## config.mk

```make
export PLATFORM = sky130hd
export DESIGN_NAME = periph_port_rr_arbiter
export DESIGN_NICKNAME = d
export VERILOG_FILES = /design/src/rtl/periph_port_rr_arbiter.sv
export SDC_FILE = /design/constraint.sdc
export NUM_CORES = 1
export LEC_CHECK = 0
export CORE_AREA = 2 2 171 173
export DETAILED_ROUTE_END_ITERATION = 12
export DIE_AREA = 0 0 173 175
export SETUP_SLACK_MARGIN = 0.02
export SYNTH_ARGS = -nofsm -noshare
export SYNTH_HDL_FRONTEND = slang
export SYNTH_SLANG_ARGS = --single-unit
```

## constraint.sdc

```tcl
create_clock -name clk_i -period 2.4 [get_ports clk_i]
set_input_delay 0.48 -clock clk_i [delete_from_list [all_inputs] [get_ports clk_i]]
set_output_delay 0.48 -clock clk_i [all_outputs]
set_load 0.02 [all_outputs]
```

## src/rtl/periph_port_rr_arbiter.sv

```systemverilog
// Round-robin arbiter sharing one peripheral slave plug among NB_MASTERS.
// Optional response timeout: define PERIPH_ARB_TIMEOUT_EN.
module periph_port_rr_arbiter #(
  parameter int NB_MASTERS     = 4,
  parameter int ADDR_WIDTH     = 32,
  parameter int DATA_WIDTH     = 32,
  parameter int BE_WIDTH       = DATA_WIDTH / 8,
  parameter int ID_WIDTH       = $clog2(NB_MASTERS),
  parameter int TIMEOUT_CYCLES = 256
) (
  input  logic                             clk_i,
  input  logic                             rst_i,
  input  logic [NB_MASTERS-1:0]            req_i,
  input  logic [NB_MASTERS*ADDR_WIDTH-1:0] add_i,
  input  logic [NB_MASTERS-1:0]            wen_i,
  input  logic [NB_MASTERS*DATA_WIDTH-1:0] wdata_i,
  input  logic [NB_MASTERS*BE_WIDTH-1:0]   be_i,
  output logic [NB_MASTERS-1:0]            gnt_o,
  output logic [NB_MASTERS-1:0]            r_valid_o,
  output logic [DATA_WIDTH-1:0]            r_rdata_o,
  output logic                             r_opc_o,
  output logic                             per_req_o,
  output logic [ADDR_WIDTH-1:0]            per_add_o,
  output logic                             per_wen_o,
  output logic [DATA_WIDTH-1:0]            per_wdata_o,
  output logic [BE_WIDTH-1:0]              per_be_o,
  output logic [ID_WIDTH-1:0]              per_id_o,
  input  logic                             per_gnt_i,
  input  logic                             per_r_valid_i,
  input  logic [DATA_WIDTH-1:0]            per_r_rdata_i,
  input  logic                             per_r_opc_i,
  output logic                             busy_o,
  output logic [7:0]                       late_cnt_o
);

  localparam int PW = (ID_WIDTH < 1) ? 1 : ID_WIDTH;
  localparam logic [DATA_WIDTH-1:0] TO_DATA =
    DATA_WIDTH'(32'hBADACCE5);

  typedef enum logic {
    S_IDLE,
    S_WAIT
  } state_t;

  state_t        state_q;
  state_t        state_d;
  logic [PW-1:0] rr_ptr;
  logic [PW-1:0] id_q;
  logic [PW-1:0] winner;
  logic [PW-1:0] cand;
  logic [PW-1:0] next_ptr;
  logic          found;
  logic          issue_ok;
  logic          handshake;
  logic          resp;
  logic          timeout;

  always_comb begin
    winner = '0;
    cand   = '0;
    found  = 1'b0;
    for (int i = 0; i < NB_MASTERS; i++) begin
      cand = PW'((int'(rr_ptr) + i) % NB_MASTERS);
      if (!found && req_i[cand]) begin
        found  = 1'b1;
        winner = cand;
      end
    end
  end

  assign next_ptr = (int'(winner) == NB_MASTERS - 1) ?
                    '0 : winner + PW'(1);

  // A new issue is allowed when idle or in the cycle the reply lands.
  assign issue_ok = !rst_i &&
                    ((state_q == S_IDLE) ||
                     (state_q == S_WAIT && per_r_valid_i));
  assign handshake = per_req_o && per_gnt_i;
  assign resp = !rst_i && (state_q == S_WAIT) &&
                (per_r_valid_i || timeout);
  assign busy_o = (state_q == S_WAIT);

  always_comb begin
    per_req_o   = 1'b0;
    per_add_o   = '0;
    per_wen_o   = 1'b0;
    per_wdata_o = '0;
    per_be_o    = '0;
    per_id_o    = '0;
    gnt_o       = '0;
    if (issue_ok && found) begin
      per_req_o   = 1'b1;
      per_add_o   = add_i[int'(winner)*ADDR_WIDTH +: ADDR_WIDTH];
      per_wen_o   = wen_i[winner];
      per_wdata_o = wdata_i[int'(winner)*DATA_WIDTH +: DATA_WIDTH];
      per_be_o    = be_i[int'(winner)*BE_WIDTH +: BE_WIDTH];
      per_id_o    = ID_WIDTH'(winner);
      gnt_o[winner] = per_gnt_i;
    end
  end

  always_comb begin
    r_valid_o = '0;
    r_rdata_o = '0;
    r_opc_o   = 1'b0;
    if (resp) begin
      r_valid_o[id_q] = 1'b1;
      r_rdata_o = per_r_valid_i ? per_r_rdata_i : TO_DATA;
      r_opc_o   = per_r_valid_i ? per_r_opc_i : 1'b1;
    end
  end

  always_comb begin
    state_d = state_q;
    unique case (state_q)
      S_IDLE: if (handshake) state_d = S_WAIT;
      S_WAIT: begin
        if (per_r_valid_i)
          state_d = handshake ? S_WAIT : S_IDLE;
        else if (timeout)
          state_d = S_IDLE;
      end
      default: state_d = S_IDLE;
    endcase
  end

  always_ff @(posedge clk_i) begin
    if (rst_i) begin
      state_q    <= S_IDLE;
      rr_ptr     <= '0;
      id_q       <= '0;
      late_cnt_o <= '0;
    end else begin
      state_q <= state_d;
      if (handshake) begin
        id_q   <= winner;
        rr_ptr <= next_ptr;
      end
      if (state_q == S_IDLE && per_r_valid_i && late_cnt_o != 8'hFF)
        late_cnt_o <= late_cnt_o + 8'd1;
    end
  end

`ifdef PERIPH_ARB_TIMEOUT_EN
  logic [15:0] to_cnt;

  always_ff @(posedge clk_i) begin
    if (rst_i)
      to_cnt <= '0;
    else if (handshake)
      to_cnt <= '0;
    else if (state_q == S_WAIT && !per_r_valid_i)
      to_cnt <= to_cnt + 16'd1;
  end

  assign timeout = (state_q == S_WAIT) && !per_r_valid_i &&
                   (to_cnt == 16'(TIMEOUT_CYCLES - 1));
`else
  assign timeout = 1'b0;
`endif

endmodule

```

==> qor.yml <==
status: "complete, but fails checks"
failed_checks: "negative setup slack"
cp.depth: 9
cts_root_buf: "clkbuf_16"
cts_tree: "done"
cts_hold_buf: 0
clk_path_buf_depth: 2
grt_max_degree: 29
cts.sinks: 13
grt_setup_unrepaired: "true"
ant_nets: 0
rr_worst_depth: 6
die_w_um: 173
first_pass_iters: 4
synth_seq_cells: 13
multi_input_area_mm2: 0.00371
synth_cells: 369
routedWlPerCell_um: 20.2
max_stage_delay_ns: 0.34
async_flop_share_pct: 0
cpMaxStageDelayCell: "mux2i_1"
timing.critical_path.buf_inv: 5
synth_warnings: 0
layout_common_cells: "clkdlybuf4s50_1 (320), mux2i_1 (66), buf_6 (59)"
ys_seq_area_share_pct: 8.86
clock_latency_ns: 0.24
first_global_vias: 5050
path_class: "input port to primary output"
clk_pin_slew_ns: 0.05
numCtsBuffers: 3
synth.avg_cell_area_um2: 7.96
hpwl_um: 16000
seq_area_um2: 265
finalCriticalPeriod_ns: 2.52
max_freq_ghz: 0.397
final_nets: 1180
maxCapViolCount: 0
via_per_inst: 4.07
layout_setup_ws_ns: -0.121
worstSetupEndpointType: "primary output"
portBuffers: 438
diodes: 0
wl_um: 25200
min_period_over_period_pct: 105
worst_hold_path_type: "flop to flop"
io_pins: 439
report.power.total_mw: 3.26
grtUsageTotal_pct: 14.0
h-tree-depth: 1
crit_fanout: 6
cpLargestDelayFamily: "buffers and inverters"
slew_violations: 0
ys.flop_type: "dfxtp_1"
die_area_mm2: 0.0303
overflow: 0
tns_ns: -4.40
synthToLayoutAreaGrowth_pct: 247
slew_headroom_pct: 57.8
worst_pin_slew_ns: 0.628
core_area_mm2: 0.0284
chipHeight_um: 175
vdd_drop_max_uv: 333
final_common_cell: "clkdlybuf4s50_1"
rows: 62
synthesis.nets: 688
mappedNetlistArea_mm2: 0.00294
drc: 0
n_fill_cell: 2811
power_density_mw_per_mm2: 320
cp_cell_sequence: "buf_6 -> nand3b_1 -> a2bb2oi_4 -> buf_12 -> buf_16 -> buf_16 -> mux2i_1 -> o22ai_4 -> buf_6"
globalplace.congestion: 0.809
hold_viol_final: 0
arrival_ns: 2.04
fin_skew_ns: 0.00276
p_leak_nw: 3.88
start_kind: "input port"
start_util_pct: 10.3
synth_edf_count: 0
cp.required_ns: 1.92
hold_depth: 2
setup_violations: 69
grt_pass1_wl_um: 32600
via_count: 5059
antenna_found_initial: 0
drt_iter0_markers: 165
synth_cell_types: 33
drive_gt1_share_pct: 35.1
-- final timing paths --
check                start            end  slack [ns]
max               req_i[1]  per_add_o[16]       -0.12
min                id_q[0]        id_q[0]        0.52
max reg2reg  late_cnt_o[0]  late_cnt_o[7]        0.66
min reg2reg        id_q[0]        id_q[0]        0.52
-- cell usage after synthesis, types with 2 or more instances --
cell type | instances | area share [%]
buf_6 | 2 | 0.77
nor3b_1 | 2 | 0.51
nand3_1 | 5 | 0.85
and3_1 | 2 | 0.43
and2_1 | 35 | 7.5
nor3_1 | 4 | 0.68
nand2_1 | 12 | 1.5
ha_1 | 2 | 0.85
nor2b_1 | 2 | 0.43
nor2_1 | 16 | 2.0
o22ai_1 | 69 | 15
buf_2 | 22 | 3.7
a21oi_1 | 8 | 1.4
xnor2_1 | 5 | 1.5
buf_4 | 7 | 1.8
dfxtp_1 | 13 | 8.9
mux2i_1 | 140 | 48
inv_1 | 3 | 0.38
clkbuf_1 | 6 | 0.77
-- where the power goes --
group | leakage, nW | internal [mW] | switching [mW]
combinational | 3.73 | 1.58 | 1.13
clock | 0.0382 | 0.224 | 0.0900
sequential | 0.107 | 0.225 | 0.00935
total | 3.88 | 2.03 | 1.23
-- stage by stage --
stage                     std cells  utilization (%)  cell area [um^2]  setup slack, ns  hold WS (ns)
after CTS                      1238             31.3              8890           -0.182         0.523
after global routing           1244             35.9             10200           -0.166         0.537
after global placement         1201             28.5              8090           -0.883         0.512
after floorplan                 369                -              2940           0.0711         0.466
final                          1244             35.9             10200           -0.121         0.516
after detailed placement       1201             28.5              8090           -0.908         0.518
-- flip-flops by register name, summed over array words and instances, names as in the netlist --
| register | flops |
|---|---|
| id_q | 2 |
| busy_o | 1 |
| late_cnt_o | 8 |
| rr_ptr | 2 |
-- final cells by class --
class	count	share of cell area (%)
timing repair buffer	524	55.4
inverter	3	0.110
tap	384	4.71
sequential	13	2.60
clock buffer	4	0.773
multi-input combinational	316	36.4
-- worst register-to-register path, stage by stage, from the launching register on --
cell and delay (ns):
dfxtp_1 0.40, ha_1 0.26, nand3_1 0.09, o21ai_1 0.52, nor3_1 0.13, xnor2_1 0.17
nor2_1 0.05
-- kinds of logic after synthesis --
logic type                 count (synthesis)  synth area share (%)
muxes                                    140                  47.7
and+or+nand+nor                           87                  16.4
AOI/OAI and AO/OA                         81                  17.0
buffers and inverters                     40                  7.46
DFF                                       13                  8.86
xor gates and xnor gates                   6                  1.79
adders and majority gates                  2                 0.852
-- per-layer routing --
metal	wire length, um	track usage, %	vias up
met5	0	0	-
met4	338	1.48	0
met3	1480	2.74	22
met2	12400	24.5	235
met1	11000	18.3	2402
li1	-	-	2400
-- what timing repair did --
item | in CTS | in global routing
endpoints found under the hold margin | 0 | 0
gates cloned | 16 | 8
gates resized for setup | 462 | 259
buffers inserted | 17 | 4
pin swaps | 14 | 38
endpoints found under the setup margin | 113 | 104
Power figures use the tool's default switching activity.
